<file path="src/rtl/seq_control_unit_pkg.sv">
// Shared constants, control-bundle type and decode helpers for seq_control_unit.
// Optional feature: CU_BASE_WRITEBACK_EN adds the base-register writeback state.
package seq_control_unit_pkg;

  localparam int unsigned NUM_REGS            = 16;
  localparam int unsigned REG_ADDR_LEN        = $clog2(NUM_REGS);
  localparam int unsigned EXECUTE_COMMAND_LEN = 4;
  localparam int unsigned OFFSET_LEN          = REG_ADDR_LEN + 3;
  localparam int unsigned COUNT_LEN           = REG_ADDR_LEN + 1;

  localparam logic [1:0] MODE_ARITH  = 2'b00;
  localparam logic [1:0] MODE_MEM    = 2'b01;
  localparam logic [1:0] MODE_BRANCH = 2'b10;
  localparam logic [1:0] MODE_BLOCK  = 2'b11;

  localparam logic [3:0] OP_AND = 4'b0000;
  localparam logic [3:0] OP_EOR = 4'b0001;
  localparam logic [3:0] OP_SUB = 4'b0010;
  localparam logic [3:0] OP_ADD = 4'b0100;
  localparam logic [3:0] OP_ADC = 4'b0101;
  localparam logic [3:0] OP_SBC = 4'b0110;
  localparam logic [3:0] OP_TST = 4'b1000;
  localparam logic [3:0] OP_CMP = 4'b1010;
  localparam logic [3:0] OP_ORR = 4'b1100;
  localparam logic [3:0] OP_MOV = 4'b1101;
  localparam logic [3:0] OP_MVN = 4'b1111;

  localparam logic [EXECUTE_COMMAND_LEN-1:0] EXE_MOV = 4'b0001;
  localparam logic [EXECUTE_COMMAND_LEN-1:0] EXE_ADD = 4'b0010;
  localparam logic [EXECUTE_COMMAND_LEN-1:0] EXE_ADC = 4'b0011;
  localparam logic [EXECUTE_COMMAND_LEN-1:0] EXE_SUB = 4'b0100;
  localparam logic [EXECUTE_COMMAND_LEN-1:0] EXE_SBC = 4'b0101;
  localparam logic [EXECUTE_COMMAND_LEN-1:0] EXE_AND = 4'b0110;
  localparam logic [EXECUTE_COMMAND_LEN-1:0] EXE_ORR = 4'b0111;
  localparam logic [EXECUTE_COMMAND_LEN-1:0] EXE_EOR = 4'b1000;
  localparam logic [EXECUTE_COMMAND_LEN-1:0] EXE_MVN = 4'b1001;

  typedef enum logic [1:0] {
    S_IDLE = 2'b00,
    S_SEQ  = 2'b01
`ifdef CU_BASE_WRITEBACK_EN
    , S_WB = 2'b10
`endif
  } state_e;

  typedef struct packed {
    logic                           valid;
    logic [EXECUTE_COMMAND_LEN-1:0] exe_cmd;
    logic                           mem_read;
    logic                           mem_write;
    logic                           wb_enable;
    logic                           immediate;
    logic                           branch_taken;
    logic                           status_write_enable;
    logic                           ignore_hazard;
    logic [REG_ADDR_LEN-1:0]        dest_reg;
    logic [OFFSET_LEN-1:0]          addr_offset;
  } ctrl_t;

  // Decode of a single-cycle (arith/mem/branch) instruction.
  function automatic ctrl_t decode_single(input logic [1:0] mode, input logic [3:0] opcode,
                                          input logic s, input logic imm);
    ctrl_t c;
    c       = '0;
    c.valid = 1'b1;
    case (mode)
      MODE_ARITH: begin
        c.immediate           = imm;
        c.wb_enable           = 1'b1;
        c.status_write_enable = s;
        case (opcode)
          OP_AND: c.exe_cmd = EXE_AND;
          OP_EOR: c.exe_cmd = EXE_EOR;
          OP_SUB: c.exe_cmd = EXE_SUB;
          OP_ADD: c.exe_cmd = EXE_ADD;
          OP_ADC: c.exe_cmd = EXE_ADC;
          OP_SBC: c.exe_cmd = EXE_SBC;
          OP_ORR: c.exe_cmd = EXE_ORR;
          OP_MOV: begin c.exe_cmd = EXE_MOV; c.ignore_hazard = 1'b1; end
          OP_MVN: begin c.exe_cmd = EXE_MVN; c.ignore_hazard = 1'b1; end
          OP_CMP: begin c.exe_cmd = EXE_SUB; c.wb_enable = 1'b0; end
          OP_TST: begin c.exe_cmd = EXE_AND; c.wb_enable = 1'b0; end
          default: begin
            c.wb_enable           = 1'b0;
            c.status_write_enable = 1'b0;
          end
        endcase
      end
      MODE_MEM: begin
        c.exe_cmd   = EXE_ADD;
        c.immediate = imm;
        c.mem_read  = s;
        c.wb_enable = s;
        c.mem_write = ~s;
      end
      MODE_BRANCH: begin
        c.branch_taken  = 1'b1;
        c.ignore_hazard = 1'b1;
      end
      default: c = '0;
    endcase
    return c;
  endfunction

  // One load/store micro-op of a block transfer.
  function automatic ctrl_t block_op(input logic load, input logic [REG_ADDR_LEN-1:0] idx,
                                     input logic [OFFSET_LEN-1:0] offset);
    ctrl_t c;
    c             = '0;
    c.valid       = 1'b1;
    c.exe_cmd     = EXE_ADD;
    c.immediate   = 1'b1;
    c.mem_read    = load;
    c.wb_enable   = load;
    c.mem_write   = ~load;
    c.dest_reg    = idx;
    c.addr_offset = offset;
    return c;
  endfunction

  // Base-register update issued after the last transfer.
  function automatic ctrl_t wb_op(input logic [REG_ADDR_LEN-1:0] rn,
                                  input logic [OFFSET_LEN-1:0] offset);
    ctrl_t c;
    c             = '0;
    c.valid       = 1'b1;
    c.exe_cmd     = EXE_ADD;
    c.immediate   = 1'b1;
    c.wb_enable   = 1'b1;
    c.dest_reg    = rn;
    c.addr_offset = offset;
    return c;
  endfunction

endpackage

</file>
<file path="src/rtl/seq_control_unit_if.sv">
// IF/ID-side instruction fields in, ID/EXE control bundle out.
interface seq_control_unit_if;
  import seq_control_unit_pkg::*;

  logic                           valid_in;
  logic                           stall;
  logic                           flush;
  logic [1:0]                     mode;
  logic [3:0]                     opcode;
  logic                           s;
  logic                           immediate_in;
  logic [REG_ADDR_LEN-1:0]        rn;
  logic [NUM_REGS-1:0]            reg_list;

  logic                           valid_out;
  logic [EXECUTE_COMMAND_LEN-1:0] execute_command;
  logic                           mem_read;
  logic                           mem_write;
  logic                           wb_enable;
  logic                           immediate;
  logic                           branch_taken;
  logic                           status_write_enable;
  logic                           ignore_hazard;
  logic [REG_ADDR_LEN-1:0]        dest_reg;
  logic [OFFSET_LEN-1:0]          addr_offset;
  logic                           busy;

  modport master (
    output valid_in, stall, flush, mode, opcode, s, immediate_in, rn, reg_list,
    input  valid_out, execute_command, mem_read, mem_write, wb_enable, immediate,
           branch_taken, status_write_enable, ignore_hazard, dest_reg, addr_offset, busy
  );

  modport slave (
    input  valid_in, stall, flush, mode, opcode, s, immediate_in, rn, reg_list,
    output valid_out, execute_command, mem_read, mem_write, wb_enable, immediate,
           branch_taken, status_write_enable, ignore_hazard, dest_reg, addr_offset, busy
  );
endinterface

</file>
<file path="src/rtl/seq_control_unit_lowest_set_bit.sv">
// Combinational priority encoder: index of the lowest set bit and whether any bit is set.
module lowest_set_bit #(
  parameter int unsigned NUM_REGS = 16
) (
  input  logic [NUM_REGS-1:0]         i_vec,
  output logic                        o_found_c,
  output logic [$clog2(NUM_REGS)-1:0] o_index_c
);
  localparam int unsigned IDX_W = $clog2(NUM_REGS);

  // Scan high to low so the lowest set bit is written last.
  always_comb begin
    o_found_c = 1'b0;
    o_index_c = '0;
    for (int i = int'(NUM_REGS) - 1; i >= 0; i--) begin
      if (i_vec[i]) begin
        o_found_c = 1'b1;
        o_index_c = IDX_W'(i);
      end
    end
  end
endmodule

</file>
<file path="src/rtl/seq_control_unit.sv">
// Registered ID-stage control unit with LDM/STM micro-op sequencing, stall and flush.
// Optional feature: CU_BASE_WRITEBACK_EN appends a base-register writeback micro-op.
module seq_control_unit
  import seq_control_unit_pkg::*;
(
  input logic               clk,
  input logic               rst,
  seq_control_unit_if.slave bus
);

  state_e                  r_state, w_next_state;
  logic [NUM_REGS-1:0]     r_mask, w_next_mask;
  logic [COUNT_LEN-1:0]    r_count, w_next_count;
  logic                    r_load, w_next_load;
  logic [REG_ADDR_LEN-1:0] r_rn, w_next_rn;
  ctrl_t                   r_ctrl, w_next_ctrl;
  logic                    r_busy, w_next_busy;

  logic [NUM_REGS-1:0]     w_scan;
  logic [NUM_REGS-1:0]     w_mask_rest;
  logic                    w_found;
  logic [REG_ADDR_LEN-1:0] w_idx;
  logic [OFFSET_LEN-1:0]   w_offset;

  // In IDLE the new list is scanned directly so the first micro-op issues on accept.
  assign w_scan      = (r_state == S_SEQ) ? r_mask : bus.reg_list;
  assign w_mask_rest = w_scan & ~(NUM_REGS'(1) << w_idx);
  assign w_offset    = OFFSET_LEN'({r_count, 2'b00});

  lowest_set_bit #(.NUM_REGS(NUM_REGS)) u_lsb (
    .i_vec     (w_scan),
    .o_found_c (w_found),
    .o_index_c (w_idx)
  );

  always_ff @(posedge clk) begin
    if (!rst) begin
      r_state <= S_IDLE;
      r_mask  <= '0;
      r_count <= '0;
      r_load  <= 1'b0;
      r_rn    <= '0;
      r_ctrl  <= '0;
      r_busy  <= 1'b0;
    end else begin
      r_state <= w_next_state;
      r_mask  <= w_next_mask;
      r_count <= w_next_count;
      r_load  <= w_next_load;
      r_rn    <= w_next_rn;
      r_ctrl  <= w_next_ctrl;
      r_busy  <= w_next_busy;
    end
  end

  always_comb begin
    w_next_state = r_state;
    w_next_mask  = r_mask;
    w_next_count = r_count;
    w_next_load  = r_load;
    w_next_rn    = r_rn;
    w_next_ctrl  = r_ctrl;

    if (bus.flush) begin
      w_next_state = S_IDLE;
      w_next_mask  = '0;
      w_next_count = '0;
      w_next_ctrl  = '0;
    end else if (!bus.stall) begin
      case (r_state)
        S_IDLE: begin
          w_next_ctrl  = '0;
          w_next_mask  = '0;
          w_next_count = '0;
          if (bus.valid_in) begin
            if (bus.mode == MODE_BLOCK) begin
              if (w_found) begin
                w_next_ctrl  = block_op(bus.s, w_idx, '0);
                w_next_mask  = w_mask_rest;
                w_next_count = COUNT_LEN'(1);
                w_next_load  = bus.s;
                w_next_rn    = bus.rn;
                if (w_mask_rest != '0) w_next_state = S_SEQ;
`ifdef CU_BASE_WRITEBACK_EN
                else w_next_state = S_WB;
`endif
              end
            end else begin
              w_next_ctrl = decode_single(bus.mode, bus.opcode, bus.s, bus.immediate_in);
            end
          end
        end
        S_SEQ: begin
          w_next_ctrl  = block_op(r_load, w_idx, w_offset);
          w_next_mask  = w_mask_rest;
          w_next_count = r_count + COUNT_LEN'(1);
          if (w_mask_rest == '0) begin
`ifdef CU_BASE_WRITEBACK_EN
            w_next_state = S_WB;
`else
            w_next_state = S_IDLE;
`endif
          end
        end
`ifdef CU_BASE_WRITEBACK_EN
        S_WB: begin
          w_next_ctrl  = wb_op(r_rn, w_offset);
          w_next_mask  = '0;
          w_next_state = S_IDLE;
        end
`endif
        default: begin
          w_next_state = S_IDLE;
          w_next_mask  = '0;
          w_next_ctrl  = '0;
        end
      endcase
    end

    w_next_busy = (w_next_state != S_IDLE);
  end

  assign bus.valid_out           = r_ctrl.valid;
  assign bus.execute_command     = r_ctrl.exe_cmd;
  assign bus.mem_read            = r_ctrl.mem_read;
  assign bus.mem_write           = r_ctrl.mem_write;
  assign bus.wb_enable           = r_ctrl.wb_enable;
  assign bus.immediate           = r_ctrl.immediate;
  assign bus.branch_taken        = r_ctrl.branch_taken;
  assign bus.status_write_enable = r_ctrl.status_write_enable;
  assign bus.ignore_hazard       = r_ctrl.ignore_hazard;
  assign bus.dest_reg            = r_ctrl.dest_reg;
  assign bus.addr_offset         = r_ctrl.addr_offset;
  assign bus.busy                = r_busy;

endmodule

</file>
<file path="src/flat_wrapper.sv">
// flat-port wrapper written by rule: the top's interface ports become plain ports
module seq_control_unit_flat import seq_control_unit_pkg::*;
  (clk, rst, bus_valid_in, bus_stall, bus_flush, bus_mode, bus_opcode, bus_s, bus_immediate_in, bus_rn, bus_reg_list, bus_valid_out, bus_execute_command, bus_mem_read, bus_mem_write, bus_wb_enable, bus_immediate, bus_branch_taken, bus_status_write_enable, bus_ignore_hazard, bus_dest_reg, bus_addr_offset, bus_busy);
  seq_control_unit_if bus_i ();
  input logic clk;
  input logic rst;
  input wire logic [$bits(bus_i.valid_in)-1:0] bus_valid_in;
  input wire logic [$bits(bus_i.stall)-1:0] bus_stall;
  input wire logic [$bits(bus_i.flush)-1:0] bus_flush;
  input wire logic [$bits(bus_i.mode)-1:0] bus_mode;
  input wire logic [$bits(bus_i.opcode)-1:0] bus_opcode;
  input wire logic [$bits(bus_i.s)-1:0] bus_s;
  input wire logic [$bits(bus_i.immediate_in)-1:0] bus_immediate_in;
  input wire logic [$bits(bus_i.rn)-1:0] bus_rn;
  input wire logic [$bits(bus_i.reg_list)-1:0] bus_reg_list;
  output wire logic [$bits(bus_i.valid_out)-1:0] bus_valid_out;
  output wire logic [$bits(bus_i.execute_command)-1:0] bus_execute_command;
  output wire logic [$bits(bus_i.mem_read)-1:0] bus_mem_read;
  output wire logic [$bits(bus_i.mem_write)-1:0] bus_mem_write;
  output wire logic [$bits(bus_i.wb_enable)-1:0] bus_wb_enable;
  output wire logic [$bits(bus_i.immediate)-1:0] bus_immediate;
  output wire logic [$bits(bus_i.branch_taken)-1:0] bus_branch_taken;
  output wire logic [$bits(bus_i.status_write_enable)-1:0] bus_status_write_enable;
  output wire logic [$bits(bus_i.ignore_hazard)-1:0] bus_ignore_hazard;
  output wire logic [$bits(bus_i.dest_reg)-1:0] bus_dest_reg;
  output wire logic [$bits(bus_i.addr_offset)-1:0] bus_addr_offset;
  output wire logic [$bits(bus_i.busy)-1:0] bus_busy;
  assign bus_i.valid_in = bus_valid_in;
  assign bus_i.stall = bus_stall;
  assign bus_i.flush = bus_flush;
  assign bus_i.mode = bus_mode;
  assign bus_i.opcode = bus_opcode;
  assign bus_i.s = bus_s;
  assign bus_i.immediate_in = bus_immediate_in;
  assign bus_i.rn = bus_rn;
  assign bus_i.reg_list = bus_reg_list;
  assign bus_valid_out = bus_i.valid_out;
  assign bus_execute_command = bus_i.execute_command;
  assign bus_mem_read = bus_i.mem_read;
  assign bus_mem_write = bus_i.mem_write;
  assign bus_wb_enable = bus_i.wb_enable;
  assign bus_immediate = bus_i.immediate;
  assign bus_branch_taken = bus_i.branch_taken;
  assign bus_status_write_enable = bus_i.status_write_enable;
  assign bus_ignore_hazard = bus_i.ignore_hazard;
  assign bus_dest_reg = bus_i.dest_reg;
  assign bus_addr_offset = bus_i.addr_offset;
  assign bus_busy = bus_i.busy;
  seq_control_unit u_core (.clk(clk), .rst(rst), .bus(bus_i));
endmodule
</file>
<file path="config.mk">
export PLATFORM = sky130hd
export DESIGN_NAME = seq_control_unit_flat
export DESIGN_NICKNAME = d
export VERILOG_FILES = /design/src/rtl/seq_control_unit_pkg.sv /design/src/rtl/seq_control_unit_if.sv /design/src/rtl/seq_control_unit_lowest_set_bit.sv /design/src/rtl/seq_control_unit.sv /design/src/flat_wrapper.sv
export SDC_FILE = /design/constraint.sdc
export NUM_CORES = 1
export LEC_CHECK = 0
export BUFFER_PORTS_ARGS = -buffer_cell sky130_fd_sc_hd__clkbuf_2
export CORE_MARGIN = 4
export CORE_UTILIZATION = 58
export DETAILED_ROUTE_END_ITERATION = 12
export GPL_ROUTABILITY_DRIVEN = 0
export PLACE_DENSITY = 0.85
export SLEW_MARGIN = 20
export SYNTH_ARGS = -nofsm -noshare
export SYNTH_HDL_FRONTEND = slang
export SYNTH_HIERARCHICAL = 1
export SYNTH_SLANG_ARGS = --single-unit
</file>
<file path="constraint.sdc">
create_clock -name clk -period 7.15 [get_ports clk]
set_clock_uncertainty 0.2 [all_clocks]
set_input_delay 0.715 -clock clk [delete_from_list [all_inputs] [get_ports clk]]
set_output_delay 0.715 -clock clk [all_outputs]
set_load 0.01 [all_outputs]
</file>
### After elaboration in Yosys (flattened, before gate mapping)

Cells that the tools add are included.

* register bits after elaboration: 48
* input port bits: 33
* word-level logic and storage cells: 119
* output and inout bits: 24

* shift-type cells: 1
* bitwise gates (word level): 7
* $add $sub $neg: 1
* reduce and logical (&&, ||, !) cells: 16
* muxes and demuxes: 64
* equal/unequal tests: 14

Operator list (number)
* 23-bit two-way mux: 3
* 16-bit two-way mux: 4
* 4-bit two-way mux: 16
* 23-bit one-hot mux with 2 select lines: 1
* 4-bit one-hot mux with 9 select lines: 1
* 16-bit one-hot mux with 2 select lines: 1
* 1-bit two-way mux: 23
* 4-bit equality test (second input constant): 5
* 16-bit bitwise AND: 1
* 16-bit logical NOT: 1
* 2-bit two-way mux: 8
* 16-bit inverter: 1
* 16-bit nonzero test: 1
* 1-bit by 4-bit left shift with 16-bit output (first input constant): 1
* 4-bit by 3-bit equality test with 1-bit output (second input constant): 3
* 11-bit OR reduction: 1
* 5-bit two-way mux: 2
* 5-bit one-hot mux with 2 select lines: 1
* 9-bit OR reduction: 1
* 2-bit one-hot mux with 2 select lines: 2
* 4-bit one-hot mux with 2 select lines: 1
* 2-bit OR reduction: 4
* 6-bit AND reduction: 1
* 5-bit by 1-bit adder with 5-bit output (second input constant): 1
* 11 further kinds: 19

### Depth between registers and ports, before layout

* word-level depth: 30
* mapped depth: 15

### Modules after synthesis

The synthesis kept the hierarchy.

By module, submodules not included
* seq_control_unit: sequential area each 920.9 µm², cells each 263, area each 2369.8 µm², times used 1
* lowest_set_bit: sequential area each 0.0 µm², cells each 33, area each 178.9 µm², times used 1

### Worst setup path before layout

No wires, ideal clock.

* path type: flip-flop to flip-flop
* start point: register u_core.r_state[1]
* end point: register u_core.r_busy (netlist: u_core/bus.busy)
* arrival time: 2.960 ns
* library setup time: 0.131 ns
* path buffers: 2
* stages on the path, launching flop included: 14
* path slack: 3.858 ns
* path through: dfxtp_1 > nand2b_1 > buf_4 > buf_6 > mux2_2 > inv_1 > a21oi_1 > o311a_2 > o22ai_1 > or4bb_1 > a211oi_1 > o22a_1 > o2111a_1 > a31oi_1

RTL lines
* start, declared: line seq_control_unit.sv:11 `state_e r_state, w_next_state;`
* start signal, assigned: line seq_control_unit.sv:46 `r_state <= w_next_state;`
* 2-bit by 1-bit equality test with 1-bit output *: line seq_control_unit.sv:26 `assign w_scan = (r_state == S_SEQ) ? r_mask : bus.reg_list;`
* 16-bit two-way mux *: line seq_control_unit.sv:26
* via u_core.w_scan[14]: line seq_control_unit.sv:19 `logic [NUM_REGS-1:0] w_scan;`
* 4-bit two-way mux * (15 in a row): line seq_control_unit_lowest_set_bit.sv:16 `if (i_vec[i]) begin`
* via u_core.w_idx[0]: line seq_control_unit.sv:22 `logic [REG_ADDR_LEN-1:0] w_idx;`
* 1-bit by 4-bit left shift with 16-bit output *: line seq_control_unit.sv:27 `assign w_mask_rest = w_scan & ~(NUM_REGS'(1) << w_idx);`
* 16-bit inverter *: line seq_control_unit.sv:27
* 16-bit bitwise AND *: line seq_control_unit.sv:27
* 16-bit nonzero test: line seq_control_unit.sv:83 `if (w_mask_rest != '0) w_next_state = S_SEQ;`
* 2-bit two-way mux: line seq_control_unit.sv:83
* 2-bit two-way mux: line seq_control_unit.sv:77 `if (w_found) begin`
* 2-bit two-way mux: line seq_control_unit.sv:76 `if (bus.mode == MODE_BLOCK) begin`
* 2-bit two-way mux: line seq_control_unit.sv:75 `if (bus.valid_in) begin`
* 2-bit one-hot mux with 2 select lines *: line seq_control_unit.sv:70 `case (r_state)`
* 2-bit two-way mux *: line seq_control_unit.sv:69 `end else if (!bus.stall) begin`
* 2-bit two-way mux *: line seq_control_unit.sv:64 `if (bus.flush) begin`
* 2-bit nonzero test *: line seq_control_unit.sv:120 `w_next_busy = (w_next_state != S_IDLE);`
* end signal, assigned: line seq_control_unit.sv:52 `r_busy <= w_next_busy;`
* end, declared: line seq_control_unit.sv:17 `logic r_busy, w_next_busy;`

Mark *: on every way through the listed nets, which the timed path passes. The rest lies on a longest branch.
A chain may end at the register's enable or synchronous reset.

### Worst setup path after layout

* start point: register u_core.r_state[0]
* end point: register u_core.r_busy (netlist: u_core/bus.busy)

RTL lines (line)
* 2-bit by 1-bit equality test with 1-bit output *: seq_control_unit.sv:26
* 16-bit two-way mux *: seq_control_unit.sv:26
* via u_core.w_scan[10]: seq_control_unit.sv:19
* 4-bit two-way mux * (11 in a row): seq_control_unit_lowest_set_bit.sv:16
* via u_core.w_idx[0]: seq_control_unit.sv:22
* 1-bit by 4-bit left shift with 16-bit output *: seq_control_unit.sv:27
* 16-bit inverter *: seq_control_unit.sv:27
* 16-bit bitwise AND *: seq_control_unit.sv:27
* 16-bit nonzero test: seq_control_unit.sv:83
* 2-bit two-way mux: seq_control_unit.sv:83
* 2-bit two-way mux: seq_control_unit.sv:77
* 2-bit two-way mux: seq_control_unit.sv:76
* 2-bit two-way mux: seq_control_unit.sv:75
* 2-bit one-hot mux with 2 select lines *: seq_control_unit.sv:70
* 2-bit two-way mux *: seq_control_unit.sv:69
* 2-bit two-way mux *: seq_control_unit.sv:64
* 2-bit nonzero test *: seq_control_unit.sv:120

Marks and branches as above.

==> impl_metrics.yaml <==
status:
  outcome: "complete, no violations"
critical_path:
  rr_endpoint: "u_core/bus.busy"
  crit_family: "compound AO/OA/AOI/OAI gates"
  r2r_slack_ns: 2.48
  slowest_delay_ns: 0.65
  path_max_fanout: 17
  cp_slowest_cell: "dfxtp_1"
  critical_path.startpoint: "u_core/r_state[0]"
  arrival_ns: 4.65
  criticalPathCategory: "reg -> reg"
  cp-end-kind: "flop"
  required_ns: 7.13
  rr_startpoint: "u_core/r_state[0]"
  cp.depth: 9
  cp_num_buf_inv: 1
  startpoint_type: "flop"
  crit_end: "u_core/bus.busy"
  ff2ff_path_depth: 9
  path_cells: "nand2b_1 > mux2i_2 > inv_1 > o311a_2 > o22ai_1 > nor2b_1 > a21boi_0 > a2111oi_4 > a31oi_1"
synth:
  synth_edf_count: 0
  async_flop_share_pct: 0
  synth_largest_area_cell: "dfxtp_1"
  yosysMostFrequentCell: "dfxtp_1"
  seq_area_frac_synth_pct: 36.1
  syn_inst: 296
  syn_area_mm2: 0.00255
  yosysTopAreaCellShare_pct: 36.1
  synth-seq-cells: 46
  synth-main-ff-cell: "dfxtp_1"
  netlist_top_cells_count: "46 x dfxtp_1, 26 x nand2_1, 26 x nor2_1"
  netlist-cell-type-count: 59
  synth_area_leaders: "dfxtp_1 36%, a32o_1 5.1%, a22o_1 4.5%, nand2_1 3.8%, nor2_1 3.8%"
  ys_warn_count: 6
  syn_avg_cell_area_um2: 8.61
grt:
  grt.total_usage_pct: 23.3
  grt_first_pass_wirelength_um: 9930
  grt_pass1_vias: 2148
  grt_max_degree: 31
  antenna_found_initial: 0
  grt-ovfl-total: 0
clocking:
  clock_sink_count: 46
  htreeDepth: 2
  post_cts_resize_count: 0
  post_cts_buffers: 0
  cts_buffers: 5
  cts_hold_buf: 0
  root_buffer: "clkbuf_8"
  cts.path.max_buffers: 2
  cts_tree: "done"
  path_clk_slew_ns: 0.08
  clkLatencyLatePin_ns: 0.31
floorplan:
  core_area_mm2: 0.00412
  fp.dieW_um: 74.3
  io_pins: 57
  die_y_um: 74.3
  dieArea_mm2: 0.00552
  rows: 23
  initial_utilization_pct: 61.9
timing:
  fmax_ghz: 0.214
  finalSetupTns_ns: 0
  setup_viol_count_final: 0
  max-slew-margin-rel_pct: 38.9
  tightest_slew_ns: 0.916
  final_hold_viol_count: 0
  post-route-period-util_pct: 65.3
  rsz0062_at_grt: "false"
  finalMaxSlewViolations: 0
  period_needed_ns: 4.67
drt:
  firstDrtPassIters: 5
  wl_met2_um: 2910
  routed_wl_um: 6140
  viasPerCell: 6.27
  routedWlPerCell_um: 15.9
  ant_nets: 0
  top_layer: "met4"
  drt_iter0_markers: 242
  drc: 0
  via_count: 2419
  wl_met3_um: 552
  wirelength_met1_um: 2570
finish:
  fillers: 350
  largest_register: "u_core/r_mask"
  area_growth_syn_to_layout_pct: 12.7
  largest_reg_flops: 16
  instances_no_fill: 386
  final_nets: 369
  multi_input_area_mm2: 0.00150
  register_area_um2: 921
  drive_above_1_share_pct: 22.6
  n_antenna_cell: 0
power:
  p_comb_share_pct: 14.1
  pwr-share-clk_pct: 32.9
  power_density_mw_per_mm2: 171
  seqPwrFrac_pct: 53.0
  p_sw_mw: 0.137
  max-vdd-ir-drop_mv: 0.0862
  netSwitchingFraction_pct: 27.9
  intPower_mw: 0.353
  power.leakage_nw: 1.22
placement:
  dpl.cell_count: 378
  hpwl_um: 4400
  port_buffers: 50
run:
  maxCapViolations: 0
worst_hold_path:
  hp-class: "reg -> reg"
-- through the flow --
step	setup WS [ns]	total power, mW	area (um2)	hold slack [ns]	util (%)
global placement	2.66	0.331	2780	0.243	67.6
finish	2.48	0.490	2870	0.268	69.8
CTS	2.61	0.491	2870	0.273	69.7
detailed placement	2.59	0.333	2780	0.256	67.6
floorplan	3.86	0.313	2550	0.238	-
global route	2.31	0.510	2870	0.285	69.8
-- worst min-delay path by stage --
stage / cells past startpoint / to / startpoint / slack (ns)
2_1_floorplan: 1 / u_core/r_mask[14] / u_core/r_mask[14] / 0.24
3_5_place_dp: 1 / u_core/r_mask[9] / u_core/r_mask[9] / 0.26
3_3_place_gp: 1 / u_core/r_mask[7] / u_core/r_mask[7] / 0.24
5_1_grt: 1 / u_core/r_mask[9] / u_core/r_mask[9] / 0.28
4_1_cts: 2 / u_core/bus.immediate / u_core/bus.immediate / 0.27
6_report: 1 / u_core/r_mask[6] / u_core/r_mask[6] / 0.27
-- power by group through the flow --
| stage | sequential, mW | clock [mW] | combinational, mW |
|---|---|---|---|
| 6_report | 0.260 | 0.161 | 0.0690 |
| 5_1_grt | 0.260 | 0.175 | 0.0752 |
| 4_1_cts | 0.260 | 0.164 | 0.0672 |
| 3_5_place_dp | 0.266 | 0 | 0.0670 |
| 3_3_place_gp | 0.266 | 0 | 0.0658 |
| 2_1_floorplan | 0.266 | 0 | 0.0471 |
-- per-layer routing --
layer	vias to the layer above	track usage (%)
met1	1106	31.6
met5	-	0
met2	129	35.6
li1	1172	-
met4	0	8.10
met3	12	6.62
-- cells by family (layout without fill, tap and decap cells) --
family	count (synthesis)	count (layout)	synth area share (%)
AO/OA/AOI/OAI	87	87	27.0
AND/OR/NAND/NOR	109	109	22.4
flip-flops	46	46	36.1
multiplexers	14	14	6.28
other	1	2	0.147
buffers and inverters	33	72	5.84
adder cells (fa/ha/maj)	1	1	0.491
XOR/XNOR	5	5	1.72
-- cell type report --
| cell class | count | area share, % |
|---|---|---|
| inverter | 13 | 1.70 |
| multi-input combinational | 218 | 52.1 |
| clock inverter | 2 | 0.479 |
| sequential | 46 | 32.1 |
| timing repair buffer | 51 | 8.98 |
| clock buffer | 6 | 2.53 |
| tap | 50 | 2.18 |
-- placed cells by master (no fill, tap or decap), drive strengths merged, types with 6 or more instances in the layout --
cell type / count
inv: 13
mux2i: 7
nor3: 6
mux2: 7
a32o: 13
nand2: 26
o21ai: 6
nand3: 9
clkbuf: 56
and3: 7
a22o: 13
a21oi: 18
dfxtp: 46
nor2b: 10
nor2: 26
No activity file was read; power rests on OpenSTA's default activity.
